==> src/rtl/mem_arbiter.sv <==
// Purpose: two-port burst-locked arbiter sharing one memory master between I-cache (s0) and D-cache (s1); MEM_ARB_RR_EN selects round-robin ties (default: s1 wins ties).
// Latency: owner is registered, so the first forwarded beat appears one cycle after VALID rises in idle; forwarding itself is combinational.
// Backpressure: owner READY mirrors i_mem_READY; the non-owner sees READY=0 until the owner drops VALID (one dead cycle per handoff).
module mem_arbiter #(
    parameter int TOTAL_ADDR_W = 18,
    parameter int CNT_W        = 16
) (
    input  logic                    i_clk,
    input  logic                    i_rst_n,
    input  logic [TOTAL_ADDR_W-1:0] i_s0_ADDR,
    input  logic [31:0]             i_s0_WDATA,
    input  logic [3:0]              i_s0_BMASK,
    input  logic                    i_s0_WREN,
    input  logic                    i_s0_VALID,
    output logic [31:0]             o_s0_RDATA,
    output logic                    o_s0_READY,
    input  logic [TOTAL_ADDR_W-1:0] i_s1_ADDR,
    input  logic [31:0]             i_s1_WDATA,
    input  logic [3:0]              i_s1_BMASK,
    input  logic                    i_s1_WREN,
    input  logic                    i_s1_VALID,
    output logic [31:0]             o_s1_RDATA,
    output logic                    o_s1_READY,
    output logic [TOTAL_ADDR_W-1:0] o_mem_ADDR,
    output logic [31:0]             o_mem_WDATA,
    output logic [3:0]              o_mem_BMASK,
    output logic                    o_mem_WREN,
    output logic                    o_mem_VALID,
    input  logic [31:0]             i_mem_RDATA,
    input  logic                    i_mem_READY,
    output logic [1:0]              o_GRANT,
    output logic [CNT_W-1:0]        o_s0_GCNT,
    output logic [CNT_W-1:0]        o_s1_GCNT
);

    typedef enum logic [1:0] {
        ARB_IDLE = 2'd0,
        ARB_GNT0 = 2'd1,
        ARB_GNT1 = 2'd2
    } arb_state_t;

    arb_state_t       state_q, state_d;
    logic             any_vld;
    logic             arb_fire;   // an arbitration decision is taken this cycle
    logic             win;        // 0: s0 wins, 1: s1 wins
    logic [CNT_W-1:0] gcnt0_q, gcnt1_q;

    assign any_vld = i_s0_VALID | i_s1_VALID;

`ifdef MEM_ARB_RR_EN
    logic last_q;

    // Round-robin pick: on a tie the port that did not win last time goes first
    always_comb begin
        if (i_s0_VALID && i_s1_VALID) win = ~last_q;
        else                          win = i_s1_VALID;
    end

    // Remember the most recent winner; reset value makes s0 win the first tie
    always_ff @(posedge i_clk) begin
        if (!i_rst_n)      last_q <= 1'b1;
        else if (arb_fire) last_q <= win;
    end
`else
    // Fixed priority: the D-cache port wins whenever it requests
    assign win = i_s1_VALID;
`endif

    // Owner state register
    always_ff @(posedge i_clk) begin
        if (!i_rst_n) state_q <= ARB_IDLE;
        else          state_q <= state_d;
    end

    // Next owner and master-port forwarding; idle master drives all zeros
    always_comb begin
        state_d     = state_q;
        arb_fire    = 1'b0;
        o_mem_ADDR  = '0;
        o_mem_WDATA = '0;
        o_mem_BMASK = '0;
        o_mem_WREN  = 1'b0;
        o_mem_VALID = 1'b0;
        o_s0_READY  = 1'b0;
        o_s1_READY  = 1'b0;
        case (state_q)
            ARB_GNT0: begin
                if (i_s0_VALID) begin
                    o_mem_ADDR  = i_s0_ADDR;
                    o_mem_WDATA = i_s0_WDATA;
                    o_mem_BMASK = i_s0_BMASK;
                    o_mem_WREN  = i_s0_WREN;
                    o_mem_VALID = 1'b1;
                    o_s0_READY  = i_mem_READY;
                end else begin
                    arb_fire = any_vld;
                    state_d  = ARB_IDLE;
                end
            end
            ARB_GNT1: begin
                if (i_s1_VALID) begin
                    o_mem_ADDR  = i_s1_ADDR;
                    o_mem_WDATA = i_s1_WDATA;
                    o_mem_BMASK = i_s1_BMASK;
                    o_mem_WREN  = i_s1_WREN;
                    o_mem_VALID = 1'b1;
                    o_s1_READY  = i_mem_READY;
                end else begin
                    arb_fire = any_vld;
                    state_d  = ARB_IDLE;
                end
            end
            default: begin
                arb_fire = any_vld;
            end
        endcase
        if (arb_fire) state_d = win ? ARB_GNT1 : ARB_GNT0;
    end

    // Saturating per-port grant counters, bumped on every new grant
    always_ff @(posedge i_clk) begin
        if (!i_rst_n) begin
            gcnt0_q <= '0;
            gcnt1_q <= '0;
        end else if (arb_fire) begin
            if (!win && (gcnt0_q != {CNT_W{1'b1}})) gcnt0_q <= gcnt0_q + CNT_W'(1);
            if ( win && (gcnt1_q != {CNT_W{1'b1}})) gcnt1_q <= gcnt1_q + CNT_W'(1);
        end
    end

    assign o_GRANT    = {state_q == ARB_GNT1, state_q == ARB_GNT0};
    assign o_s0_RDATA = i_mem_RDATA;
    assign o_s1_RDATA = i_mem_RDATA;
    assign o_s0_GCNT  = gcnt0_q;
    assign o_s1_GCNT  = gcnt1_q;

endmodule

==> config.mk <==
export PLATFORM = sky130hd
export DESIGN_NAME = mem_arbiter
export DESIGN_NICKNAME = d
export VERILOG_FILES = /design/src/rtl/mem_arbiter.sv
export SDC_FILE = /design/constraint.sdc
export NUM_CORES = 1
export LEC_CHECK = 0
export ABC_AREA = 1
export BUFFER_PORTS_ARGS = -buffer_cell sky130_fd_sc_hd__clkbuf_2
export CAP_MARGIN = 20
export CORE_AREA = 2 2 119 121
export CTS_CLUSTER_DIAMETER = 150
export DETAILED_ROUTE_END_ITERATION = 10
export DIE_AREA = 0 0 121 123
export PLACE_DENSITY = 0.59
export SETUP_SLACK_MARGIN = 0.05
export SLEW_MARGIN = 30
export SYNTH_ARGS = -nofsm -noshare
export SYNTH_HDL_FRONTEND = slang
export SYNTH_SLANG_ARGS = --single-unit
==> constraint.sdc <==
create_clock -name i_clk -period 2.2 [get_ports i_clk]
set_input_delay 0.44 -clock i_clk [delete_from_list [all_inputs] [get_ports i_clk]]
set_output_delay 0.44 -clock i_clk [all_outputs]
set_load 0.05 [all_outputs]
==> results of run 1 <==
[kinds of logic after synthesis]
| family | Yosys count | share of synthesized area |
|---|---|---|
| flip-flops | 34 | 0.199 |
| adder cells (fa/ha/maj) | 4 | 0.0146 |
| buffers and inverters | 116 | 0.205 |
| XOR/XNOR | 10 | 0.0256 |
| AND/OR/NAND/NOR | 329 | 0.410 |
| AO/OA/AOI/OAI | 95 | 0.146 |
[through the flow]
step                std cells  TNS [ps]   util
floorplan                 588      -914      -
global placement          902         0  0.391
detailed placement        902         0  0.391
CTS                       925         0  0.435
global route              929         0  0.454
finish                    929         0  0.454
[cells in the mapped netlist (2+ instances only)]
| cell type | number |
|---|---|
| nand2_2 | 10 |
| a21oi_2 | 5 |
| ha_1 | 4 |
| xnor2_1 | 4 |
| nand2_1 | 231 |
| nor2_2 | 2 |
| buf_4 | 64 |
| a21oi_1 | 79 |
| inv_1 | 27 |
| buf_1 | 4 |
| dfxtp_1 | 34 |
| xor2_1 | 6 |
| nor2_1 | 44 |
| clkbuf_1 | 15 |
| nor2_4 | 3 |
| inv_2 | 3 |
| nand3_1 | 22 |
| nand3b_1 | 5 |
| nand4_1 | 8 |
| o21ai_0 | 9 |
[worst reg2reg max path, stage by stage, from the launching register on]
cell and delay (ps):
dfxtp_4 360, buf_4 140, ha_4 300, inv_1 60, nand3_1 120, nand3_1 170, inv_1 150, nand2_4 160
o21ai_0 190, nor2_1 50
[registers in the layout, summed over array words and instances (netlist names)]
register / cells
o_s0_GCNT: 16
state_q: 2
o_s1_GCNT: 16
[layout make-up]
| class | count | area (um2) | area share |
|---|---|---|---|
| multi-input combinational | 438 | 2850 | 0.461 |
| timing repair buffer | 239 | 2150 | 0.348 |
| sequential | 34 | 686 | 0.111 |
| tap | 180 | 225 | 0.0364 |
| clock buffer | 7 | 143 | 0.0231 |
| inverter | 30 | 125 | 0.0202 |
| clock inverter | 1 | 5.00 | 0.000809 |
[path summary, 6_finish.rpt]
| path | start | endpoint | slack (ps) | cells after the start |
|---|---|---|---|---|
| max | state_q[1] | o_mem_WDATA[0] | 70 | 10 |
| min | i_rst_n | o_s1_GCNT[10] | 460 | 3 |
| max reg2reg | state_q[1] | o_s0_GCNT[1] | 390 | 9 |
| min reg2reg | o_s0_GCNT[15] | o_s0_GCNT[15] | 510 | 2 |
[power by group through the flow]
stage / registers, mW / clock network, mW / logic (mW)
after floorplan: 0.721 / 0 / 1.27
after global placement: 0.680 / 0 / 1.55
after detailed placement: 0.681 / 0 / 1.55
after CTS: 0.670 / 0.744 / 1.76
after global routing: 0.676 / 0.772 / 1.94
final: 0.672 / 0.714 / 1.84
[what timing repair did]
action / in CTS / in global routing
pin swaps: 26 / 36
resized for setup: 56 / 85
gates cloned: 7 / 0
setup endpoints to repair: 56 / 55
setup buffers: 8 / 6
[layer usage]
metal  vias up  track usage  share of wire
met5         -            0              0
met4         0       0.0378          0.010
met3         8       0.0687          0.092
met2       187        0.317           0.50
met1      1922        0.214           0.39
li1       2129            -              -
==> results_dict.tcl, run 1 <==
set metrics [dict create \
    status "complete, no violations" \
    die_height_um 123 \
    cp.required_ps 1760 \
    gr-total-overflow 0 \
    syn-num-nets 739 \
    p_comb_frac 0.571 \
    yosysSeqAreaShare 0.199 \
    wl_um 14100 \
    synth-seq-cells 34 \
    intPower_mw 1.77 \
    antenna_found_initial 0 \
    diodes 0 \
    viasPerCell 4.57 \
    grt_pass1_wl_um 21200 \
    row_count 43 \
    critical_path.max_stage_delay_ps 360 \
    path_class "register to output pin" \
    setup_viol 0 \
    worstPathMaxFanout 7 \
    fmax_mhz 469 \
    grt_max_degree 29 \
    synth_top_cell_area_share 0.253 \
    slowest_stage "dfxtp_4" \
    start_kind "register" \
    power_frac_seq 0.208 \
    path_cells "inv_4 -> ha_4 -> nand2_4 -> inv_4 -> buf_6 -> buf_4 -> buf_16 -> nand2_4 -> a21oi_4 -> buf_12" \
    place_area_um2 5320 \
    critPathCaptureType "output pin" \
    hold_path_class "input port to register" \
    syn_area_per_cell_um2 5.82 \
    postCtsHoldBufs 0 \
    path_delay_family "buffers and inverters" \
    layout_common_cells "nand2_1, clkbuf_2, a21oi_4, buf_12, nor2_1" \
    dr.first_iter.drc_count 202 \
    gp_congestion 0.800 \
    final_cell_area_um2 6180 \
    rsz0062_at_grt "yes" \
    slew_headroom 0.734 \
    chipWidth_um 121 \
    start_util 0.251 \
    cts_tree "done" \
    setup_slack_ps 69.9 \
    drc 0 \
    skew_ps 5.38 \
    cts.htree.levels 2 \
    port_buffers 206 \
    fin_crit_sh 0.968 \
    cts_root_buf "clkbuf_16" \
    cellPowerDensity_nw_per_um2 522 \
    total_power_mw 3.23 \
    synthArstFlopShare 0 \
    cts_buffer_depth 2 \
    clock-sinks 34 \
    ios 303 \
    ir_drop_uv 399 \
    yosys_most_used_dff "dfxtp_1" \
    hold_viol 0 \
    path_clk_slew_ps 60 \
    yosys.area.top_type "nand2_1" \
    sw_frac_of_total 0.450 \
    drive_gt1_frac 0.510 \
    place_ws_ps 113 \
    nNetsFinal 899 \
    syn_to_final_growth_pct 80.7 \
    path_buf_inv 6 \
    grt_pass1_vias 3943 \
    grt_use_total 0.182 \
    final_antenna_net_count 0 \
    first_pass_iters 4 \
    final_common_cell "nand2_1" \
    fin_crit_ps 2130 \
    netlist_instances 588 \
    p_clk_frac 0.221 \
    drv_slew 0 \
    netlist_area_um2 3420 \
    ys.warnings.count 0 \
    cp.arrival_ps 1690 \
    clock_latency_ps 280 \
    core-area_um2 13600 \
    cts_made_buffers 5 \
    tightest_slew_ps 398 \
    p_sw_mw 1.45 \
    vias 4246 \
    place_hpwl_um 10100 \
    wire_per_inst_um 15.1 \
    cellLeakagePower_nw 2.50 \
    dieArea_um2 14900 \
    synth_edf_count 0 \
    synth_cell_types 29 \
    fillers 1395 \
    hold_ws_ps 460 \
    ys_top_cells_by_area "nand2_1, dfxtp_1, buf_4" \
    maxCapViolations 0 \
]
(Power assumes the default switching activity.)
==> run 2: changes to the inputs <==
--- a/config.mk
+++ b/config.mk
@@ -6,7 +6,7 @@
 export NUM_CORES = 1
 export LEC_CHECK = 0
 export ABC_AREA = 1
-export BUFFER_PORTS_ARGS = -buffer_cell sky130_fd_sc_hd__clkbuf_2
+export BUFFER_PORTS_ARGS = -buffer_cell sky130_fd_sc_hd__buf_4
 export CAP_MARGIN = 20
 export CORE_AREA = 2 2 119 121
 export CTS_CLUSTER_DIAMETER = 150
==> run 2 against run 1 <==
Flip-flop and latch count stayed put. Non-clock buffer count is 14 lower. Final cell count is 1.5% lower. Critical path type unchanged. Final area is 6.3% lower. Largest cell class unchanged. Critical endpoint is now o_mem_WDATA[21]. Routed wire length is 4.6% lower. Critical path depth is 2 lower. Worst setup slack better by 48 ps.
==> results_dict.tcl, run 2 (synthesis results as in run 1) <==
set metrics [dict create \
    drv_slew 0 \
    path_clk_slew_ps 50 \
    cts_tree "done" \
    final_antenna_net_count 0 \
    chipWidth_um 121 \
    cts_root_buf "clkbuf_16" \
    final_util 0.426 \
    hold_ws_ps 424 \
    row_count 43 \
    place_hpwl_um 10100 \
    wire_per_inst_um 14.7 \
    postCtsHoldBufs 0 \
    whs_path_depth 3 \
    grt_pass1_vias 3836 \
    start_util 0.251 \
    viasPerCell 4.46 \
    grt_max_degree 28 \
    critPathCaptureType "output pin" \
    syn_to_final_growth_pct 69.4 \
    maxCapViolations 0 \
    nNetsFinal 885 \
    gp_congestion 0.808 \
    cts_buffer_depth 2 \
    layout_common_cells "nand2_1, buf_4, nor2_1, a21oi_4, buf_6" \
    drc 0 \
    rsz0062_at_grt "yes" \
    fin_crit_sh 0.946 \
    status "complete, no violations" \
    tightest_slew_ps 664 \
    hold_path_class "input port to register" \
    start_kind "register" \
    skew_ps 7.64 \
    clock_latency_ps 290 \
    drive_gt1_frac 0.448 \
    clock-sinks 34 \
    ios 303 \
    hold_viol 0 \
    r2r_cells 8 \
    dr.first_iter.drc_count 175 \
    fmax_mhz 480 \
    grt_pass1_wl_um 19800 \
    die_height_um 123 \
    wl_um 13400 \
    regArea_um2 688 \
    dieArea_um2 14900 \
    diodes 0 \
    path_class "register to output pin" \
    gr-total-overflow 0 \
    fin_setup_tns_ps 0 \
    cp.required_ps 1760 \
    multiInputGateArea_um2 2600 \
    worstPathMaxFanout 14 \
    cellLeakagePower_nw 2.23 \
    slew_headroom 0.557 \
    cp.arrival_ps 1640 \
    placed_cells_incl_taps 900 \
    grt_use_total 0.170 \
    final_cells 915 \
    fillers 1459 \
    first_pass_iters 4 \
    cellPowerDensity_nw_per_um2 522 \
    total_power_mw 3.03 \
    final_common_cell "nand2_1" \
    vias 4085 \
    setup_viol 0 \
    fin_crit_ps 2080 \
    antenna_found_initial 0 \
    ir_drop_uv 292 \
    port_buffers 206 \
    cts.htree.levels 2 \
    cts_made_buffers 5 \
    core-area_um2 13600 \
]
## run 2: cell type report
type	count	area share
Clock buffer	7	0.0246
Sequential cell	34	0.119
Multi-Input combinational cell	438	0.448
Inverter	30	0.0237
Clock inverter	1	0.000863
Tap cell	180	0.0389
Timing Repair Buffer	225	0.345
## run 2: worst max-delay path, stage by stage (launching register included)
cell and delay, ps:
dfxtp_4 360, inv_2 70, ha_4 160, nand2_4 90
clkinv_8 90, buf_12 140, nand2_1 120, a21oi_4 170
buf_6 170
## run 2: path summary, 6_finish.rpt
kind            startpoint         endpoint  slack [ps]
max reg2reg     state_q[0]     o_s1_GCNT[3]         280
min reg2reg  o_s1_GCNT[15]    o_s1_GCNT[15]         530
min                i_rst_n    o_s1_GCNT[10]         420
max             state_q[1]  o_mem_WDATA[21]         120
## run 2: per-layer routing
| metal | routed length [um] | track usage |
|---|---|---|
| met1 | 5480 | 0.201 |
| met2 | 6260 | 0.277 |
| met3 | 1530 | 0.0798 |
| met4 | 159 | 0.0472 |
| met5 | 0 | 0 |
## run 2: power breakdown
part / internal (mW) / switching, mW / leakage [nW] / total (mW)
Combinational: 0.586 / 1.05 / 1.88 / 1.64
Sequential: 0.640 / 0.0317 / 0.276 / 0.672
Clock: 0.449 / 0.269 / 0.0739 / 0.718
## run 2: stage by stage
| step | setup WS [ps] | area (um2) |
|---|---|---|
| 2_1_floorplan | -35.9 | 3940 |
| 3_3_place_gp | 256 | 5290 |
| 3_5_place_dp | 167 | 5290 |
| 4_1_cts | 51.5 | 5730 |
| 5_1_grt | 38.0 | 5800 |
| 6_report | 118 | 5800 |
## run 2: repair_timing
item                                    4_1_cts  5_1_grt
gates resized for setup                      54       17
endpoints found under the hold margin         0        0
pin swaps                                     1        7
buffers inserted                              2        2
endpoints found under the setup margin       55       52
cloned                                        3        2
==> run 3: changes to the inputs <==
--- a/config.mk
+++ b/config.mk
@@ -5,14 +5,13 @@
 export SDC_FILE = /design/constraint.sdc
 export NUM_CORES = 1
 export LEC_CHECK = 0
-export ABC_AREA = 1
 export BUFFER_PORTS_ARGS = -buffer_cell sky130_fd_sc_hd__buf_4
 export CAP_MARGIN = 20
-export CORE_AREA = 2 2 119 121
+export CORE_AREA = 2 2 118 120
 export CTS_CLUSTER_DIAMETER = 150
 export DETAILED_ROUTE_END_ITERATION = 10
-export DIE_AREA = 0 0 121 123
-export PLACE_DENSITY = 0.59
+export DIE_AREA = 0 0 120 122
+export PLACE_DENSITY = 0.56
 export SETUP_SLACK_MARGIN = 0.05
 export SLEW_MARGIN = 30
 export SYNTH_ARGS = -nofsm -noshare
==> run 3 against run 2 <==
Register-to-register slack improved by 40 ps. Non-clock buffer count up 6. Combinational power increased by 19%. Final cell count down 20%. Critical endpoint is now o_mem_WDATA[1]. Synthesized area is 12% lower. Routed wire length shrank 0.22%. Power up 10%. Critical path depth down 1. Final area down 2.1%.
==> results_dict.tcl, run 3 <==
set metrics [dict create \
    clock_latency_ps 280 \
    viasPerCell 4.84 \
    synthArstFlopShare 0 \
    syn_area_per_cell_um2 7.54 \
    fmax_mhz 458 \
    ir_drop_uv 429 \
    syn-num-nets 552 \
    synth_top_cell_area_share 0.225 \
    start_util 0.224 \
    status "complete, no violations" \
    rsz0062_at_grt "yes" \
    maxCapViolations 0 \
    worstPathMaxFanout 10 \
    path_clk_slew_ps 50 \
    fin_setup_tns_ps 0 \
    synth_compound_area_frac 0.226 \
    cellLeakagePower_nw 2.17 \
    netlist_area_um2 3020 \
    yosys-top-cells-count "nor2_1, buf_4, a22oi_1" \
    regArea_um2 686 \
    skew_ps 3.89 \
    synth-seq-cells 34 \
    grt_use_total 0.170 \
    start_kind "register" \
    yosys.area.top_type "dfxtp_1" \
    critPathCaptureType "output pin" \
    antenna_found_initial 0 \
    grt_pass1_wl_um 19600 \
    hold_viol 0 \
    chipWidth_um 120 \
    cts_buffer_depth 2 \
    setup_slack_ps 17.9 \
    path_class "register to output pin" \
    placed_cells_incl_taps 713 \
    place_hpwl_um 9840 \
    reg2reg_slack_ps 320 \
    first_pass_iters 4 \
    syn_to_final_growth_pct 87.8 \
    synth_top_family_by_area "simple AND/OR/NAND/NOR gates" \
    ys_top_cells_by_area "dfxtp_1, buf_4, a22oi_1" \
    synth_simple_gate_area_frac 0.262 \
    hold_path_class "register to register" \
    diodes 0 \
    cp.arrival_ps 1740 \
    synth_mux_area_frac 0.0132 \
    place_ws_ps -94.0 \
    final_cell_area_um2 5680 \
    fin_crit_sh 0.992 \
    final_antenna_net_count 0 \
    nNetsFinal 700 \
    port_buffers 206 \
    grt_pass1_vias 3532 \
    multiInputGateArea_um2 2430 \
    wire_per_inst_um 18.3 \
    clock-sinks 34 \
    gr-total-overflow 0 \
    cp.required_ps 1760 \
    drc 0 \
    cts_tree "done" \
    place_area_um2 4800 \
    ios 303 \
    netlist_instances 401 \
    cts_made_buffers 5 \
    grt_max_degree 29 \
    cts.htree.levels 2 \
    synth_most_common_cell "nor2_1" \
    yosys_most_used_dff "dfxtp_1" \
    setup_viol 0 \
    drv_slew 0 \
    yosysSeqAreaShare 0.225 \
    drive_gt1_frac 0.673 \
    final_common_cell "buf_4" \
    dieArea_um2 14600 \
    total_power_mw 3.33 \
    row_count 43 \
    slew_headroom 0.681 \
    synth_cell_types 54 \
    tightest_slew_ps 478 \
    wl_um 13400 \
    synth-xor-area-share 0.0522 \
    synth_edf_count 0 \
    ys.warnings.count 0 \
    synth_fa_ha_area_frac 0.0166 \
    dr.first_iter.drc_count 67 \
    final_cells 730 \
    gp_congestion 0.726 \
    cellPowerDensity_nw_per_um2 587 \
    cts_root_buf "clkbuf_16" \
    core-area_um2 13500 \
    vias 3532 \
    die_height_um 122 \
    layout_common_cells "buf_4, a22oi_2, nor2_4, buf_6, dfxtp_1" \
    fillers 1321 \
    fin_crit_ps 2180 \
]
[run 3: cell types whose count changed in the layout (fill, tap and decap cells not counted), sizes merged, moves of 5 or more]
cell | previous run | this run
nor2 | 50 | 81
xor2 | 6 | 11
a21oi | 84 | 7
nor3 | 0 | 5
nand2b | 0 | 5
o2111ai | 0 | 5
and3 | 0 | 7
nand3 | 22 | 10
a22oi | 0 | 56
inv | 28 | 5
nand2 | 242 | 18
nand3b | 6 | 1
and2 | 0 | 6
buf | 223 | 228
[run 3: through the flow]
stage,utilization,hold slack (ps)
after floorplan,-,566
after global placement,0.356,471
after detailed placement,0.356,482
after CTS,0.411,490
after global routing,0.420,533
final,0.420,490
[run 3: kinds of logic (layout without fill, tap and decap cells)]
family	after synthesis	in the layout
compound gates	92	92
xor+xnor	18	18
fa+ha+maj	4	4
buf+inv	96	244
flops	34	34
mux	4	4
simple gates	153	154
[run 3: per-layer routing]
layer | track usage | share of wire | vias to the layer above
li1 | - | - | 1674
met1 | 0.204 | 0.40 | 1665
met2 | 0.287 | 0.49 | 175
met3 | 0.0571 | 0.086 | 16
met4 | 0.0449 | 0.014 | 2
met5 | 0.0243 | 0.0035 | -
[run 3: critical path, cell delays in order, from the launching register on]
cell,delay (ps)
dfxtp_2,340
inv_2,50
ha_4,160
and2_4,190
bufbuf_16,290
a22oi_2,200
nor2_4,50
buf_6,160
[run 3: layout make-up]
| cell class | instances | share of cell area |
|---|---|---|
| multi-input cells | 272 | 0.428 |
| repair buffers | 231 | 0.383 |
| flip-flops and latches | 34 | 0.121 |
| well taps | 180 | 0.0397 |
| clock buffers | 7 | 0.0251 |
| inverters | 5 | 0.00331 |
| clock inverters | 1 | 0.000882 |
[run 3: what timing repair did]
action | 4_1_cts | 5_1_grt
setup endpoints to repair | 56 | 53
hold buffers | 0 | 0
pin swaps | 45 | 24
gates resized for setup | 111 | 25
buffers inserted | 4 | 0
cloned | 4 | 2
[run 3: worst paths after layout]
path | from | endpoint | depth (start not counted)
setup / recovery | state_q[1] | o_mem_WDATA[1] | 7
hold / removal | o_s0_GCNT[1] | o_s0_GCNT[1] | 2
setup reg to reg | state_q[1] | o_s1_GCNT[3] | 8
hold reg to reg | o_s0_GCNT[1] | o_s0_GCNT[1] | 2
[run 3: power by group]
| group | leakage (nW) | internal (mW) | switching, mW |
|---|---|---|---|
| Sequential | 0.276 | 0.641 | 0.0266 |
| Clock | 0.0739 | 0.449 | 0.263 |
| Combinational | 1.82 | 0.748 | 1.21 |
| Total | 2.17 | 1.84 | 1.50 |
